### src/rtl/sfx_tone_arbiter.sv
// Purpose: shares the tone datapath between background music and three sound-effect requesters.
// Latency: 1 clk from sfx_req (or music_tone in IDLE) to the registered tone/duty/grant outputs.
// Backpressure: none; requests are fire-and-forget and are played, retriggered, queued or dropped.
//
// Ports:
//   clk         system clock
//   rst         synchronous reset, active high
//   music_tone  background tone word from the music sequencer
//   music_en    1 = pass music while no effect is active, 0 = silence
//   sfx_req     per-requester request (bit 2 = highest priority), sampled every clk
//   tone        tone word to the PWM generator (registered)
//   duty        duty word to the PWM generator (registered, 0 whenever tone is 0)
//   grant       one-hot requester currently playing, 0 otherwise
//   sfx_active  1 while an effect or its trailing gap is in progress
//
// Build option: define SFX_QUEUE_EN to remember lower-priority requests that arrive
// during PLAY and all requests arriving during GAP; they are served highest-first once
// the current effect and its gap finish. Without it those requests are discarded.

module sfx_tone_arbiter #(
  parameter logic [23:0] DUR_CYC = 24'd10_000_000,
  parameter logic [23:0] GAP_CYC = 24'd1_000_000,
  parameter logic [31:0] TONE0   = 32'd523,
  parameter logic [31:0] TONE1   = 32'd659,
  parameter logic [31:0] TONE2   = 32'd784,
  parameter logic [9:0]  DUTY    = 10'd512
) (
  input  logic        clk,
  input  logic        rst,
  input  logic [31:0] music_tone,
  input  logic        music_en,
  input  logic [2:0]  sfx_req,
  output logic [31:0] tone,
  output logic [9:0]  duty,
  output logic [2:0]  grant,
  output logic        sfx_active
);

  typedef enum logic [1:0] {
    S_IDLE,
    S_PLAY,
    S_GAP
  } state_t;

  // Counters are loaded with length-1 so that a load followed by counting down to 0
  // spans exactly the requested number of cycles.
  localparam logic [23:0] DUR_LOAD = DUR_CYC - 24'd1;
  localparam logic [23:0] GAP_LOAD = GAP_CYC - 24'd1;

  state_t      state;
  logic [23:0] counter;
  logic [1:0]  cur;
  logic [2:0]  pend;

  state_t      nxt_state;
  logic [23:0] nxt_cnt;
  logic [1:0]  nxt_idx;
  logic [2:0]  pend_set;
  logic [2:0]  pend_clr;
  logic [2:0]  pend_nxt;
  logic        next_sel;

  logic        req_any;
  logic [1:0]  req_top;
  logic [2:0]  qreq;
  logic [2:0]  pend_all;
  logic [1:0]  pend_top;

  function automatic logic [1:0] top_idx(input logic [2:0] v);
    if (v[2]) return 2'd2;
    else if (v[1]) return 2'd1;
    else return 2'd0;
  endfunction

  function automatic logic [2:0] onehot(input logic [1:0] i);
    return 3'b001 << i;
  endfunction

  function automatic logic [31:0] sfx_tone(input logic [1:0] i);
    case (i)
      2'd2:    return TONE2;
      2'd1:    return TONE1;
      default: return TONE0;
    endcase
  endfunction

  // qreq is the set of requests eligible for queueing; forcing it to zero removes the
  // queue entirely, leaving pend a register that only ever holds 0.
`ifdef SFX_QUEUE_EN
  assign qreq = sfx_req;
`else
  assign qreq = 3'b000;
`endif

  assign req_any  = |sfx_req;
  assign req_top  = top_idx(sfx_req);
  // Requests arriving in the cycle that triggers next-select are considered together
  // with already-pending ones, so nothing waits an extra cycle.
  assign pend_all = pend | qreq;
  assign pend_top = top_idx(pend_all);
  assign pend_nxt = (pend | pend_set) & ~pend_clr;

  always_comb begin
    nxt_state = state;
    nxt_idx   = cur;
    nxt_cnt   = counter;
    pend_set  = 3'b000;
    pend_clr  = 3'b000;
    next_sel  = 1'b0;
    case (state)
      S_IDLE: begin
        if (req_any) begin
          nxt_state = S_PLAY;
          nxt_idx   = req_top;
          nxt_cnt   = DUR_LOAD;
          pend_set  = qreq & ~onehot(req_top);
        end
      end
      S_PLAY: begin
        // Equal or higher priority wins over expiry: retrigger or preempt, and the
        // preempted effect is simply dropped.
        if (req_any && (req_top >= cur)) begin
          nxt_idx  = req_top;
          nxt_cnt  = DUR_LOAD;
          pend_set = qreq & ~onehot(req_top);
        end else begin
          pend_set = qreq;
          if (counter != 24'd0) begin
            nxt_cnt = counter - 24'd1;
          end else if (GAP_CYC != 24'd0) begin
            nxt_state = S_GAP;
            nxt_cnt   = GAP_LOAD;
          end else begin
            next_sel = 1'b1;
          end
        end
      end
      S_GAP: begin
        pend_set = qreq;
        if (counter != 24'd0) nxt_cnt = counter - 24'd1;
        else next_sel = 1'b1;
      end
      default: begin
        nxt_state = S_IDLE;
        nxt_cnt   = 24'd0;
      end
    endcase

    if (next_sel) begin
      if (pend_all != 3'b000) begin
        nxt_state = S_PLAY;
        nxt_idx   = pend_top;
        nxt_cnt   = DUR_LOAD;
        pend_clr  = onehot(pend_top);
      end else begin
        nxt_state = S_IDLE;
        nxt_cnt   = 24'd0;
      end
    end
  end

  // Outputs are decoded from the next state so they change on the same edge as the state.
  always_ff @(posedge clk) begin
    if (rst) begin
      state      <= S_IDLE;
      counter    <= 24'd0;
      cur        <= 2'd0;
      pend       <= 3'b000;
      tone       <= 32'd0;
      duty       <= 10'd0;
      grant      <= 3'b000;
      sfx_active <= 1'b0;
    end else begin
      state   <= nxt_state;
      counter <= nxt_cnt;
      cur     <= nxt_idx;
      pend    <= pend_nxt;
      case (nxt_state)
        S_PLAY: begin
          tone       <= sfx_tone(nxt_idx);
          duty       <= (sfx_tone(nxt_idx) != 32'd0) ? DUTY : 10'd0;
          grant      <= onehot(nxt_idx);
          sfx_active <= 1'b1;
        end
        S_GAP: begin
          tone       <= 32'd0;
          duty       <= 10'd0;
          grant      <= 3'b000;
          sfx_active <= 1'b1;
        end
        default: begin
          tone       <= music_en ? music_tone : 32'd0;
          duty       <= (music_en && (music_tone != 32'd0)) ? DUTY : 10'd0;
          grant      <= 3'b000;
          sfx_active <= 1'b0;
        end
      endcase
    end
  end

endmodule

### config.mk
export PLATFORM = sky130hd
export DESIGN_NAME = sfx_tone_arbiter
export DESIGN_NICKNAME = d
export VERILOG_FILES = /design/src/rtl/sfx_tone_arbiter.sv
export SDC_FILE = /design/constraint.sdc
export NUM_CORES = 1
export LEC_CHECK = 0
export ABC_AREA = 1
export CORE_MARGIN = 1
export CORE_UTILIZATION = 50
export DETAILED_ROUTE_END_ITERATION = 10
export GPL_TIMING_DRIVEN = 0
export HOLD_SLACK_MARGIN = 0.08
export PLACE_DENSITY = 0.82
export SYNTH_ARGS = -nofsm -noshare
export SYNTH_HDL_FRONTEND = slang
export SYNTH_SLANG_ARGS = --single-unit
### constraint.sdc
create_clock -name clk -period 5 [get_ports clk]
set_input_delay 1 -clock clk [delete_from_list [all_inputs] [get_ports clk]]
set_output_delay 1 -clock clk [all_outputs]
set_load 0.05 [all_outputs]
# Word-level counts from Yosys, hierarchy flattened
# Index checks and enable logic that the tools add are counted.
dict set report word_totals {
  reg_bits 77
  latch_bits 0
  mem_bits_rw 0
  romBits 0
  inputBits 38
  word_cells 69
  mem_count 0
}
dict set report op_classes {
  add_sub_neg 1
  multipliers 0
  n_div 0
  n_lt_le_gt_ge 1
  n_eq_ne 8
  n_shift 2
  n_mux 35
  bitwise 3
  n_reduce_logical 11
}
# cell n
set op_table {}
lappend op_table {{24-bit two-way mux} 6}
lappend op_table {{32-bit two-way mux} 3}
lappend op_table {{24-bit case mux with 3 select lines} 1}
lappend op_table {{32-bit case mux with 2 select lines} 1}
lappend op_table {{32-bit nonzero test} 2}
lappend op_table {{24-bit nonzero test} 1}
lappend op_table {{24-bit by 1-bit subtractor with 24-bit output, second input constant} 1}
lappend op_table {{10-bit two-way mux} 2}
lappend op_table {{2-bit two-way mux} 10}
lappend op_table {{10-bit case mux with 2 select lines} 1}
lappend op_table {{9-bit case mux with 2 select lines} 1}
lappend op_table {{2-bit by 1-bit equality test with 1-bit output, second input constant} 3}
lappend op_table {{2-bit equality test, second input constant} 3}
lappend op_table {{1-bit two-way mux} 6}
lappend op_table {{3-bit two-way mux} 2}
lappend op_table {{3-bit inequality test, second input constant} 2}
lappend op_table {{2-bit case mux with 3 select lines} 1}
lappend op_table {{1-bit by 2-bit << shifter with 3-bit output, first input constant} 2}
lappend op_table {{2-bit case mux with 2 select lines} 1}
lappend op_table {{2-bit OR reduction} 2}
lappend op_table {{3-bit AND} 1}
lappend op_table {{3-bit inverter} 1}
lappend op_table {{3-bit nonzero test} 1}
lappend op_table {{3-bit OR reduction} 1}
lappend op_table {{other kinds (5)} 6}

# Logic depth before layout (Yosys ltp)
# Gate-level depths: netlist of the first run.
dict set report logic_depth {
  word_depth 15
  depth_mapped 18
  depth_no_buf 18
}

# Least setup slack after synthesis of the first run
# No wires, ideal clock.
dict set report synth_path {
  path_kind {input-to-reg}
  from {input sfx_req[2]}
  to {register tone[0]}
  setup_time_ps 128
  arrival_time_ps 2779
  path_slack_ps 2094
  path_stages 13
  path_cell_list {inv_1 > nand2_1 > ha_1 > o21ai_0 > nand2_1 > nand2_1 > nand2_1 > nand2_1 > nand3_1 > ha_1 > nand3_1 > clkbuf_1 > o22ai_1}
}
# element line
set synth_rtl {}
lappend synth_rtl {{from (decl)} 32} ;# input logic [2:0] sfx_req,
lappend synth_rtl {{2-bit two-way mux} 70} ;# if (v[2]) return 2'd2;
lappend synth_rtl {{2-bit greater-or-equal comparator} 122} ;# if (req_any && (req_top >= cur)) begin
lappend synth_rtl {{1-bit logical AND} 122}
lappend synth_rtl {{2-bit two-way mux} 122}
lappend synth_rtl {{2-bit case mux with 3 select lines *} 110} ;# case (state)
lappend synth_rtl {{2-bit two-way mux *} 149} ;# if (next_sel) begin
lappend synth_rtl {{net nxt_state[0]} 55} ;# state_t nxt_state;
lappend synth_rtl {{2-bit equality test / 2-bit by 1-bit equality test with 1-bit output (equally long branches)} 178} ;# case (nxt_state)
lappend synth_rtl {{32-bit case mux with 2 select lines *} 178}
lappend synth_rtl {{to (signal assigned)} 180} ;# tone <= sfx_tone(nxt_idx);
lappend synth_rtl {{to (signal assigned)} 192} ;# tone <= music_en ? music_tone : 32'd0;
lappend synth_rtl {{to (decl)} 33} ;# output logic [31:0] tone,
# Mark *: on every way through the listed nets, which the timed path passes. The rest lies on a longest branch.
# A chain may end at the register's enable or synchronous reset.

# Final worst setup path of the first run
# Same ends and word-level chain as after synthesis.

==> flow_metrics.tcl, run 1 <==
set metrics [dict create \
    dieWidth_um 84.1 \
    endpoint "tone[0]" \
    irDropWorstVdd_v 0.000194 \
    min_period_ns 3.55 \
    crit_required_ns 5.23 \
    power_density_mw_per_mm2 290 \
    firstDrtPassIters 8 \
    drt_wl_total_mm 8.78 \
    place_ws_ns 1.14 \
    avgSynthCellArea_um2 6.84 \
    drtAntennaViolNets 0 \
    syn_to_final_growth_pct 30.8 \
    nets 631 \
    grt-ovfl-total 0 \
    die_h_um 84.1 \
    cts_root_buf "clkbuf_8" \
    cts_inserted_buffers 9 \
    cts_tree "built" \
    whs_ns 0.455 \
    end_kind "flop" \
    r2r_slack_ns 2.16 \
    insertion_delay_ns 0.36 \
    grt_use_total 0.260 \
    rr_endpoint "tone[0]" \
    gp_congestion 0.883 \
    h-tree-depth 3 \
    dp_hpwl_mm 6.72 \
    dieArea_mm2 0.00708 \
    ys_types 38 \
    wl_per_cell_um 13.1 \
    grt_max_degree 12 \
    grt_pass1_vias 3165 \
    r2r_cells 13 \
    crit_start "sfx_req[2]" \
    worst_slew_pin_slew_ns 0.652 \
    fillers 553 \
    leakage_nw 2.10 \
    drive_above_1_share 0.0795 \
    drv_cap 0 \
    crit_fanout 10 \
    antenna_cells 0 \
    rsz0062_at_grt "false" \
    numClockSinks 68 \
    drc 2 \
    clock_skew_ns 0.0104 \
    fp.coreArea_mm2 0.00642 \
    setup_tns_ns 0 \
    cts_setup_buffers 0 \
    syn-cell-area_mm2 0.00337 \
    post-route-util 0.687 \
    fmaxAchievable_mhz 282 \
    cts_resized 0 \
    cp-start-kind "primary input" \
    crit_type "primary input to flop" \
    hold_buffers 0 \
    clk_pin_slew_worst_paths_ns 0.07 \
    drv_slew 0 \
    drt-initial-drc-count 212 \
    vias 3371 \
    setup_viol_count_final 0 \
    yosysWarnings 0 \
    port_buffers 74 \
    crit-reg2reg-launch "counter[0]" \
    ys_seq_area_frac 0.404 \
    num_io_pins 84 \
    core.rowCount 29 \
    min_period_over_period 0.710 \
    hold_viol 0 \
    violations "design-rule violations" \
    crit_arrival_ns 3.77 \
    hold_path.class "flop to flop" \
    yosys_register_bits 68 \
    initial_core_util 0.525 \
    cts_max_path_buffers 2 \
    antenna_found_initial 0 \
    grt_pass1_wl_mm 14.4 \
    syn_inst 493 \
    maxSlewHeadroom 0.565 \
    viasPerCell 5.05 \
    setup_ws_ns 1.45 \
    status "complete, but fails checks" \
]
==> routing by layer <==
metal,global-route usage,up-vias,wire length [um]
met2,0.431,125,4100
met3,0.0564,19,569
met4,0.124,0,237
met1,0.323,1516,3880
li1,-,1711,-
met5,0,-,0
==> placed cells by master, fill, tap and decap left out, types with 6 or more instances in the layout <==
cell,instances
xor2_1,6
clkdlybuf4s50_1,74
a21oi_1,24
buf_4,9
nand3_1,33
o21ai_0,17
clkbuf_8,10
nand4_1,9
ha_1,7
nand2_1,105
conb_1,9
clkbuf_1,8
nor2_1,92
a21oi_2,10
dfxtp_1,68
inv_1,71
==> area by class of cell <==
class | count | area [um^2] | share of cell area
plain buffers | 19 | 116 | 0.0264
clock buffers | 13 | 149 | 0.0338
clock inverters | 3 | 22.5 | 0.00511
inverters | 74 | 278 | 0.0630
multi-input cells | 340 | 1650 | 0.373
flip-flops and latches | 68 | 1360 | 0.309
well taps | 77 | 96.3 | 0.0218
repair buffers | 74 | 741 | 0.168
==> synthesized netlist by cell type <==
| cell | count | area, um^2 |
|---|---|---|
| nand2_1 | 105 | 394 |
| nor2_1 | 92 | 345 |
| inv_1 | 71 | 267 |
| dfxtp_1 | 68 | 1360 |
| nand3_1 | 33 | 165 |
| a21oi_1 | 24 | 120 |
| o21ai_0 | 17 | 85.1 |
| a21oi_2 | 10 | 87.6 |
| buf_4 | 9 | 67.6 |
| nand4_1 | 9 | 56.3 |
| ha_1 | 7 | 87.6 |
| xor2_1 | 6 | 52.6 |
| clkbuf_1 | 5 | 18.8 |
| buf_2 | 3 | 15.0 |
| nor3_1 | 3 | 15.0 |
| nor4_1 | 3 | 18.8 |
| o22ai_1 | 3 | 18.8 |
| and2_1 | 2 | 12.5 |
| inv_2 | 2 | 7.51 |
| nor2_2 | 2 | 12.5 |
| xnor2_1 | 2 | 17.5 |
| a211oi_1 | 1 | 7.51 |
| a22oi_1 | 1 | 7.51 |
| a31oi_1 | 1 | 6.26 |
| buf_1 | 1 | 3.75 |
| buf_6 | 1 | 11.3 |
| clkinv_1 | 1 | 3.75 |
| conb_1 | 1 | 3.75 |
| nand2_2 | 1 | 6.26 |
| nand2_4 | 1 | 11.3 |
| nand3_4 | 1 | 17.5 |
| nand3b_1 | 1 | 7.51 |
| nor2_4 | 1 | 11.3 |
| nor2_8 | 1 | 20.0 |
| nor3_2 | 1 | 10.0 |
| nor3b_1 | 1 | 7.51 |
| o21ai_1 | 1 | 5.00 |
| or2_2 | 1 | 6.26 |
==> state kept, by name, summed over array words and instances, names as in the netlist <==
name,flops
pend,3
duty,1
cur,2
state,2
grant,3
counter,24
sfx_active,1
tone,32
==> cell families (layout without fill, tap and decap cells) <==
group / count (synthesis) / in the layout / share of synthesized area
buffers and inverters: 93 / 183 / 0.117
DFF: 68 / 68 / 0.404
and+or+nand+nor: 258 / 258 / 0.331
adders and majority gates: 7 / 7 / 0.0260
xor gates and xnor gates: 8 / 8 / 0.0208
AOI/OAI and AO/OA: 58 / 58 / 0.100
other: 1 / 9 / 0.00111
==> critical path, cell delays in order <==
cell             delay, ns
clkdlybuf4s50_1       0.46
inv_1                 0.12
nand2_1               0.06
ha_1                  0.27
o21ai_0               0.20
nand2_1               0.10
nand2_1               0.16
nand2_1               0.12
nand2_1               0.10
nand3_1               0.09
ha_1                  0.34
nand3_1               0.20
clkbuf_1              0.41
o22ai_1               0.15
==> metrics by stage <==
stage	cell area (um^2)	total power, mW	std cells
global placement	4240	0.871	652
detailed placement	4240	0.878	652
CTS	4410	1.28	668
global route	4410	1.33	668
finish	4410	1.28	668
floorplan	3400	0.784	501
==> power breakdown <==
part	total, mW	internal [mW]	switching, mW
clock	0.408	0.195	0.213
sequential	0.587	0.569	0.0184
combinational	0.282	0.102	0.181
total	1.28	0.865	0.412
==> worst min path at each step <==
stage	from	to	slack [ns]	cells past startpoint
floorplan	pend[0]	pend[0]	0.42	2
global placement	pend[0]	pend[0]	0.44	2
detailed placement	pend[0]	pend[0]	0.44	2
CTS	pend[0]	pend[0]	0.45	2
global route	pend[0]	pend[0]	0.49	2
finish	pend[0]	pend[0]	0.45	2
(Power assumes the default switching activity.)
==> run 2: changes to the inputs <==
- CORE_UTILIZATION: 50 -> 45
- PLACE_DENSITY: 0.82 -> 0.78
- clock period: 5 -> 2.9 ns (I/O delays scaled with it)
==> run 2 against run 1 <==
Net effect: clock power up 120%; hold slack better by 0.0016 ns; the flow now finishes without violations; largest power group unchanged; flip-flop and latch count unchanged; via count up 3.6%.
==> flow_metrics.tcl, run 2 (synthesis gave the netlist of run 1 again) <==
set metrics [dict create \
    hold_path.class "flop to flop" \
    setup_tns_ns 0 \
    vias 3494 \
    crit_type "flop to flop" \
    dp_hpwl_mm 7.02 \
    regMostFlops "tone" \
    antenna_cells 0 \
    place_ws_ns -0.541 \
    drt_wl_total_mm 9.29 \
    grt_pass1_vias 3174 \
    cts_tree "built" \
    grt_max_degree 14 \
    rr_endpoint "tone[9]" \
    drv_slew 0 \
    nets 633 \
    clk_pin_slew_worst_paths_ns 0.08 \
    die_h_um 88.6 \
    design_area_mm2 0.00455 \
    viasPerCell 5.05 \
    core.rowCount 31 \
    h-tree-depth 3 \
    r2r_slack_ns 0.28 \
    rsz0062_at_grt "false" \
    hold_viol 0 \
    leakage_nw 2.15 \
    crit_required_ns 3.18 \
    initial_core_util 0.465 \
    power_mw 2.40 \
    cts_inserted_buffers 9 \
    hold_path_end "pend[0]" \
    wl_per_cell_um 13.4 \
    r2r_cells 13 \
    largest_register_ffs 32 \
    cp-start-kind "flop" \
    clock_skew_ns 0.0105 \
    dp.cells 674 \
    worst_slew_pin_slew_ns 0.655 \
    min_period_over_period 0.903 \
    dieWidth_um 88.6 \
    syn_to_final_growth_pct 34.8 \
    setup_viol_count_final 0 \
    end_kind "flop" \
    maxSlewHeadroom 0.564 \
    setup_ws_ns 0.282 \
    placed_area_mm2 0.00427 \
    crit_arrival_ns 2.90 \
    drive_above_1_share 0.105 \
    cts_root_buf "clkbuf_8" \
    drc 0 \
    dieArea_mm2 0.00784 \
    grt-ovfl-total 0 \
    reg_top3 "tone (32), counter (24)" \
    firstDrtPassIters 5 \
    crit_fanout 10 \
    mostFrequentLayoutCells "nand2_1, nor2_1, clkdlybuf4s50_1" \
    grt_pass1_wl_mm 14.6 \
    min_period_ns 2.62 \
    power_density_mw_per_mm2 528 \
    cts_max_path_buffers 2 \
    status "finished, final reports clean" \
    finalNonFillerCells 692 \
    numClockSinks 68 \
    hold_depth 2 \
    drv_cap 0 \
    grt_use_total 0.246 \
    fp.coreArea_mm2 0.00725 \
    crit-reg2reg-launch "counter[0]" \
    antenna_found_initial 0 \
    drt-initial-drc-count 291 \
    mostFrequentLayoutCell "nand2_1" \
    insertion_delay_ns 0.36 \
    gp_congestion 0.898 \
    drtAntennaViolNets 0 \
    port_buffers 74 \
    fmaxAchievable_mhz 382 \
    num_io_pins 84 \
    irDropWorstVdd_v 0.000341 \
    hold_start "pend[0]" \
]
## run 2: worst max path at each step
| stage | from | endpoint | slack, ns |
|---|---|---|---|
| 2_1_floorplan | sfx_req[2] | tone[0] | 0.41 |
| 3_3_place_gp | sfx_req[2] | tone[9] | -0.46 |
| 3_5_place_dp | sfx_req[2] | tone[8] | -0.54 |
| 4_1_cts | sfx_req[2] | tone[3] | 0.03 |
| 5_1_grt | counter[0] | tone[9] | 0.13 |
| 6_report | counter[0] | tone[9] | 0.28 |
## run 2: stage by stage
stage | hold slack [ns] | utilization
2_1_floorplan | 0.423 | -
3_3_place_gp | 0.431 | 0.588
3_5_place_dp | 0.441 | 0.588
4_1_cts | 0.457 | 0.621
5_1_grt | 0.490 | 0.627
6_report | 0.456 | 0.627
## run 2: layout make-up
cell class | instances | area (um^2)
timing repair buffer | 76 | 761
tap | 99 | 124
fill | 629 | 2710
sequential | 68 | 1360
clock buffer | 9 | 124
buffer | 19 | 123
inverter | 74 | 278
clock inverter | 7 | 100
multi-input combinational | 340 | 1680
## run 2: critical path, stage by stage (launching register included)
cell	delay, ns
dfxtp_1	0.32
inv_1	0.09
ha_1	0.21
nand2_2	0.12
nor2_4	0.25
nand2_1	0.14
nor2_1	0.22
nand2_1	0.13
nand2_1	0.10
nand3_1	0.08
ha_2	0.41
nand3_4	0.12
buf_4	0.21
o21ai_0	0.16
## run 2: metal layers
| metal | up-vias | global-route usage | share of wire |
|---|---|---|---|
| met5 | - | 0 | 0 |
| met4 | 0 | 0.0909 | 0.020 |
| met3 | 19 | 0.0606 | 0.073 |
| met2 | 154 | 0.414 | 0.48 |
| met1 | 1600 | 0.306 | 0.43 |
| li1 | 1721 | - | - |
## run 2: repair_timing
item                       CTS  global route
gates resized for setup      6            12
setup endpoints to repair   31            34
hold buffers                 0             0
setup buffers                0             2
pin swaps                    0             1
## run 2: power breakdown
part           switching (mW)  total (mW)  leakage, nW  internal (mW)
clock network           0.399       0.887        0.102          0.488
registers              0.0312        1.01        0.557          0.980
logic                   0.323       0.505         1.50          0.182
total                   0.753        2.40         2.15           1.65
